**src/rtl/jogador_automatico_defs.sv**
```systemverilog
// Shared definitions for the auto-player: state codes, replay buffer geometry
// and the one-hot test applied to captured LED patterns.
package jogador_automatico_defs;

  localparam int BUF_DEPTH = 16;
  localparam int BUF_AW    = 4;
  // One extra bit so the entry count can represent a completely full buffer.
  localparam int CNT_W     = BUF_AW + 1;

  typedef enum logic [3:0] {
    OCIOSO    = 4'h0,
    OBSERVA   = 4'h1,
    ESPERA    = 4'h2,
    PRESSIONA = 4'h3,
    SOLTA     = 4'h4,
    FIM       = 4'hF
  } estado_t;

  function automatic logic is_one_hot(input logic [3:0] v);
    return (v != 4'b0000) && ((v & (v - 4'd1)) == 4'b0000);
  endfunction

endpackage

```
**src/rtl/contador_m.sv**
```systemverilog
// Modulo-M up counter with synchronous clear (zera) and count enable (conta).
// The clear wins over the enable, so a state change can restart the count.
module contador_m #(
  parameter int M = 16,
  parameter int N = (M > 1) ? $clog2(M) : 1
) (
  input  logic         clock,
  input  logic         reset,
  input  logic         zera,
  input  logic         conta,
  output logic [N-1:0] q
);

  logic [N-1:0] q_q;
  logic [N-1:0] q_d;

  always_comb begin
    q_d = q_q;
    if (zera) begin
      q_d = '0;
    end else if (conta) begin
      q_d = (q_q == N'(M - 1)) ? '0 : q_q + N'(1);
    end
  end

  always_ff @(posedge clock or negedge reset) begin
    if (!reset) begin
      q_q <= '0;
    end else begin
      q_q <= q_d;
    end
  end

  assign q = q_q;

endmodule

```
**src/rtl/jogador_automatico.sv**
```systemverilog
// Auto-player: records the LED sequence the game shows, then replays it as
// timed button presses and pulses pronto once the round is done.
module jogador_automatico
  import jogador_automatico_defs::*;
#(
  parameter int T_PRESS = 1000,
  parameter int T_GAP   = 500
) (
  input  logic       clock,
  input  logic       reset,
  input  logic       habilita,
  input  logic       mostra,
  input  logic [3:0] leds,
  output logic [3:0] botoes,
  output logic       pronto,
  output logic       erro,
  output logic [3:0] db_estado,
  output logic [3:0] db_contagem
);

  localparam int T_MAX = (T_PRESS > T_GAP) ? T_PRESS : T_GAP;
  localparam int TW    = (T_MAX > 1) ? $clog2(T_MAX) : 1;
  localparam logic [TW-1:0] ULTIMO_PRESS = TW'(T_PRESS - 1);
  localparam logic [TW-1:0] ULTIMO_GAP   = TW'(T_GAP - 1);

  estado_t          estado_q, estado_d;
  logic [CNT_W-1:0] count_q, count_d;
  logic [CNT_W-1:0] rd_ptr_q, rd_ptr_d;
  logic [3:0]       botoes_q, botoes_d;
  logic [3:0]       leds_prev_q;
  logic             mostra_prev_q;
  logic             pronto_q, pronto_d;
  logic             erro_q, erro_d;

  logic [3:0]       buffer_mem [BUF_DEPTH];
  logic             buf_we;

  logic [TW-1:0]    timer_q;
  logic             timer_zera, timer_conta;
  logic             fim_gap, fim_press;
  logic             cap_edge, mostra_fall;

  contador_m #(
    .M(T_MAX),
    .N(TW)
  ) u_timer (
    .clock (clock),
    .reset (reset),
    .zera  (timer_zera),
    .conta (timer_conta),
    .q     (timer_q)
  );

  // A capture happens on the first cycle a pattern lights up while shown.
  assign cap_edge    = mostra && (leds != 4'b0000) && (leds_prev_q == 4'b0000);
  assign mostra_fall = mostra_prev_q && !mostra;
  assign fim_gap     = (timer_q == ULTIMO_GAP);
  assign fim_press   = (timer_q == ULTIMO_PRESS);

  always_comb begin
    estado_d    = estado_q;
    count_d     = count_q;
    rd_ptr_d    = rd_ptr_q;
    erro_d      = erro_q;
    buf_we      = 1'b0;
    timer_zera  = 1'b0;
    timer_conta = 1'b0;

    case (estado_q)
      OCIOSO: begin
        timer_zera = 1'b1;
        if (habilita) begin
          estado_d = OBSERVA;
          count_d  = '0;
          rd_ptr_d = '0;
          erro_d   = 1'b0;
        end
      end

      OBSERVA: begin
        // Holding the timer at zero means ESPERA always starts a fresh count.
        timer_zera = 1'b1;
        if (cap_edge) begin
          if (!is_one_hot(leds) || (count_q == CNT_W'(BUF_DEPTH))) begin
            erro_d = 1'b1;
          end else begin
            buf_we  = 1'b1;
            count_d = count_q + CNT_W'(1);
          end
        end else if (mostra_fall && (count_q != '0)) begin
          estado_d = ESPERA;
        end
      end

      ESPERA: begin
        timer_conta = 1'b1;
        if (fim_gap) begin
          timer_zera = 1'b1;
          estado_d   = PRESSIONA;
        end
      end

      PRESSIONA: begin
        timer_conta = 1'b1;
        if (fim_press) begin
          timer_zera = 1'b1;
          estado_d   = SOLTA;
        end
      end

      SOLTA: begin
        timer_conta = 1'b1;
        if (fim_gap) begin
          timer_zera = 1'b1;
          rd_ptr_d   = rd_ptr_q + CNT_W'(1);
          estado_d   = (rd_ptr_d < count_q) ? PRESSIONA : FIM;
        end
      end

      FIM: begin
        timer_zera = 1'b1;
        count_d    = '0;
        rd_ptr_d   = '0;
        estado_d   = OBSERVA;
      end

      default: begin
        timer_zera = 1'b1;
        estado_d   = OCIOSO;
      end
    endcase

    if (!habilita) begin
      estado_d = OCIOSO;
      buf_we   = 1'b0;
    end

    // Outputs follow the next state so they line up with the registered state.
    pronto_d = (estado_d == FIM);
    botoes_d = (estado_d == PRESSIONA) ? buffer_mem[rd_ptr_d[BUF_AW-1:0]] : 4'b0000;
  end

  always_ff @(posedge clock or negedge reset) begin
    if (!reset) begin
      estado_q      <= OCIOSO;
      count_q       <= '0;
      rd_ptr_q      <= '0;
      botoes_q      <= 4'b0000;
      pronto_q      <= 1'b0;
      erro_q        <= 1'b0;
      leds_prev_q   <= 4'b0000;
      mostra_prev_q <= 1'b0;
    end else begin
      estado_q      <= estado_d;
      count_q       <= count_d;
      rd_ptr_q      <= rd_ptr_d;
      botoes_q      <= botoes_d;
      pronto_q      <= pronto_d;
      erro_q        <= erro_d;
      leds_prev_q   <= leds;
      mostra_prev_q <= mostra;
    end
  end

  always_ff @(posedge clock) begin
    if (buf_we) begin
      buffer_mem[count_q[BUF_AW-1:0]] <= leds;
    end
  end

  assign botoes      = botoes_q;
  assign pronto      = pronto_q;
  assign erro        = erro_q;
  assign db_estado   = estado_q;
  assign db_contagem = rd_ptr_q[BUF_AW-1:0];

endmodule

```
**config.mk**
```make
export PLATFORM = sky130hd
export DESIGN_NAME = jogador_automatico
export DESIGN_NICKNAME = d
export VERILOG_FILES = /design/src/rtl/jogador_automatico_defs.sv /design/src/rtl/contador_m.sv /design/src/rtl/jogador_automatico.sv
export SDC_FILE = /design/constraint.sdc
export NUM_CORES = 1
export LEC_CHECK = 0
export CORE_MARGIN = 2
export CORE_UTILIZATION = 60
export DETAILED_ROUTE_END_ITERATION = 8
export PLACE_DENSITY = 0.85
export SLEW_MARGIN = 20
export SYNTH_ARGS = -nofsm -noshare
export SYNTH_HDL_FRONTEND = slang
export SYNTH_HIERARCHICAL = 1
export SYNTH_SLANG_ARGS = --single-unit
```
**constraint.sdc**
```tcl
create_clock -name clock -period 3.5 [get_ports clock]
set_clock_uncertainty 0.1 [all_clocks]
set_input_delay 0.525 -clock clock [delete_from_list [all_inputs] [get_ports clock]]
set_output_delay 0.525 -clock clock [all_outputs]
set_load 0.01 [all_outputs]
```
==> flow_metrics.tcl, run 1 <==
set metrics [dict create \
    status "complete, no violations" \
    fp.coreArea_um2 7690 \
    yosys-top-cells-count "72 x nand2_1, 64 x edfxtp_1, 35 x dfrtp_1" \
    setup_viol 0 \
    p_switching_uw 649 \
    row_count 32 \
    yosysWarnings 6 \
    hold_violations 0 \
    antenna_found_initial 0 \
    dr_wl_met3_um 670 \
    synth_enable_flop_cells 64 \
    synthArstFlopShare 0.354 \
    power.density_nw_per_um2 438 \
    crit_chain "or3b_4 > or3_4 > o211ai_4 > buf_4 > mux2i_1 > nand2_1 > nand3_1 > a41oi_2" \
    synth_top_area_frac 0.404 \
    placed_cell_area_um2 5070 \
    fin_crit_ps 3230 \
    wirelength_mm 10.0 \
    p_seq_frac 0.566 \
    clk_pin_slew_worst_paths_ps 110 \
    grt_use_total 0.247 \
    critPathMaxStageDelay_ps 590 \
    p_int_mw 1.67 \
    slew_headroom 0.461 \
    yosysMostFrequentCell "nand2_1" \
    path_max_fanout 16 \
    vias 3277 \
    yosysTopAreaCell "edfxtp_1" \
    viasPerCell 6.11 \
    die_h_um 93.0 \
    power_mw 2.32 \
    clk_path_buf_depth 2 \
    switching_share 0.280 \
    cts_sinks 99 \
    clkPwrFrac 0.327 \
    cts_setup_buffers 0 \
    ctsHtreeMaxLevel 3 \
    ys_ff_latch 99 \
    post-route-period-util 0.922 \
    dr.pass1.iters 7 \
    required_ps 3640 \
    clock.fmax_mhz 310 \
    place_congestion 0.871 \
    startpoint_type "flop" \
    worstHoldPathType "in2async" \
    syn_area_um2 4760 \
    grt-ovfl-total 0 \
    hold_buffers 0 \
    avgSynthCellArea_um2 11.8 \
    yosysSeqAreaShare 0.588 \
    nNetsFinal 447 \
    syn_nets 421 \
    p_comb_frac 0.106 \
    crit_slowest_cell "o211ai_4" \
    die_area_um2 8660 \
    maxCapViolCount 0 \
    cp.arrival_ps 3360 \
    drv_slew 0 \
    cts_root_buf "clkbuf_8" \
    postRouteAntennaNets 0 \
    drtIter0Drc 205 \
    met2_length_mm 4.94 \
    drc_errors 0 \
    num_io_pins 22 \
    cts_made_buffers 9 \
    synth_flop_cell "edfxtp_1" \
    n_antenna_cell 0 \
    stdcell_area_um2 5290 \
    synth_cell_type_count 58 \
    port_buffers 21 \
    top_layer "met4" \
    synthCells 403 \
    clk_latency_ps 380 \
    drive_above_1_share 0.106 \
    leakage_nw 1.84 \
    yosys-top-cells-area "edfxtp_1 40%, dfrtp_1 18%, mux2i_1 5.9%" \
    initial_core_util 0.619 \
    critPathKind "reg2reg" \
    grt_pass1_vias 3124 \
    cts_resized 0 \
    vdd_drop_max_mv 0.361 \
    dp_hpwl_mm 7.02 \
    area_growth_pct 11.2 \
    grt_setup_unrepaired "no" \
    grt_max_degree 36 \
    die_w_um 93.0 \
    setup_tns_ps 0 \
    cp-end-kind "flop" \
    wl_per_cell_um 18.7 \
    whs_ps 120 \
    wl_met1_mm 4.30 \
    worst_slew_pin_slew_ps 809 \
    grt_pass1_wl_mm 16.0 \
    cts_tree "done" \
]
metrics by stage:
step / util / setup slack (ps) / instances
floorplan: - / 1010 / 403
global placement: 0.660 / 311 / 520
detailed placement: 0.660 / 223 / 520
CTS: 0.688 / 292 / 536
global route: 0.688 / 151 / 536
finish: 0.688 / 274 / 536
metal layers:
layer / global-route usage / vias to the layer above
li1: - / 1541
met1: 0.335 / 1595
met2: 0.403 / 131
met3: 0.0685 / 10
met4: 0.0515 / 0
met5: 0 / -
flip-flops by register name (all words and copies together) (netlist names):
register and flops:
count_q 5, botoes 4, db_estado 4, erro 1
pronto 1, mostra_prev_q 1, rd_ptr_q 5, buffer_mem 64
u_timer/q 10, leds_prev_q 4
worst max-delay path: cells and delay by family, from the launching register on:
family	cells	cell delay, ps
buffers and inverters	1	400
flip-flops	1	480
AO/OA/AOI/OAI	2	720
multiplexers	1	330
AND/OR/NAND/NOR	4	1040
cell usage in the layout (no fill, tap or decap), types with 2 or more instances in the layout:
| cell | Yosys | layout |
|---|---|---|
| o21a_1 | 3 | 3 |
| a21o_1 | 2 | 2 |
| xnor2_1 | 4 | 4 |
| mux2_2 | 4 | 4 |
| nor2b_1 | 3 | 3 |
| nand3_1 | 20 | 20 |
| o2111ai_1 | 2 | 2 |
| edfxtp_1 | 64 | 64 |
| clkbuf_8 | 0 | 9 |
| a21oi_1 | 14 | 14 |
| nor4_1 | 4 | 4 |
| o211a_1 | 2 | 2 |
| nor2_1 | 28 | 28 |
| nor3_1 | 7 | 7 |
| buf_4 | 6 | 9 |
| nand2_1 | 72 | 72 |
| o31a_1 | 2 | 2 |
| dfrtp_1 | 35 | 35 |
| ha_1 | 10 | 10 |
| a22o_1 | 2 | 2 |
| o21ai_0 | 13 | 13 |
| clkdlybuf4s50_1 | 0 | 20 |
| nand4_1 | 6 | 6 |
| o311ai_0 | 2 | 2 |
| or4_1 | 2 | 2 |
| nand4b_1 | 3 | 3 |
| a41oi_2 | 4 | 4 |
| or3_1 | 2 | 2 |
| o211ai_1 | 4 | 4 |
| and2_1 | 2 | 2 |
| inv_1 | 11 | 11 |
| or3b_4 | 2 | 2 |
| mux2i_1 | 28 | 28 |
| nand2b_1 | 3 | 3 |
| xor2_1 | 6 | 6 |
| clkinv_8 | 0 | 4 |
worst paths after layout:
| path | from | endpoint | slack (ps) | depth (start not counted) |
|---|---|---|---|---|
| worst min register to register | erro | erro | 420 | 1 |
| worst max-delay path | u_timer/q[2] | botoes[3] | 270 | 8 |
| worst min-delay path | reset | u_timer/q[8] | 120 | 1 |
| max in group asynchronous | reset | botoes[3] | 2670 | 1 |
| worst max register to register | u_timer/q[2] | botoes[3] | 270 | 8 |
| min in group clock | erro | erro | 420 | 1 |
power groups by stage:
stage / Clock (mW) / Combinational [mW] / Sequential, mW
after CTS: 0.764 / 0.245 / 1.31
after global routing: 0.811 / 0.276 / 1.32
after detailed placement: 0 / 0.243 / 1.34
after floorplan: 0 / 0.157 / 1.33
final: 0.758 / 0.246 / 1.31
after global placement: 0 / 0.238 / 1.33
cell families after synthesis:
family	Yosys count	share of synthesized area
adders and majority gates	11	0.0287
and+or+nand+nor	161	0.164
muxes	32	0.0684
AOI/OAI and AO/OA	63	0.103
buffers and inverters	27	0.0289
DFF	99	0.588
xor gates and xnor gates	10	0.0184
cell type report:
class	instances	area, µm²
clock buffers	9	124
clock inverters	7	93.8
fillers	566	2400
inverters	12	45.0
multi-input cells	277	1830
flip-flops and latches	99	2800
well taps	102	128
repair buffers	30	273
Power figures use the tool's default switching activity.
==> inputs of run 2 (changes only) <==
--- a/config.mk
+++ b/config.mk
@@ -5,6 +5,7 @@
 export SDC_FILE = /design/constraint.sdc
 export NUM_CORES = 1
 export LEC_CHECK = 0
+export CAP_MARGIN = 30
 export CORE_MARGIN = 2
 export CORE_UTILIZATION = 60
 export DETAILED_ROUTE_END_ITERATION = 8
==> results of run 2 <==
Same layout as run 1: the final DEF is identical, and so are final timing and power.
==> inputs of run 3 (changes only) <==
--- a/config.mk
+++ b/config.mk
@@ -5,11 +5,11 @@
 export SDC_FILE = /design/constraint.sdc
 export NUM_CORES = 1
 export LEC_CHECK = 0
-export CAP_MARGIN = 30
 export CORE_MARGIN = 2
 export CORE_UTILIZATION = 60
 export DETAILED_ROUTE_END_ITERATION = 8
 export PLACE_DENSITY = 0.85
+export SKIP_LAST_GASP = 1
 export SLEW_MARGIN = 20
 export SYNTH_ARGS = -nofsm -noshare
 export SYNTH_HDL_FRONTEND = slang
==> results of run 3 <==
Same layout as run 1: the final DEF is identical, and so are final timing and power.
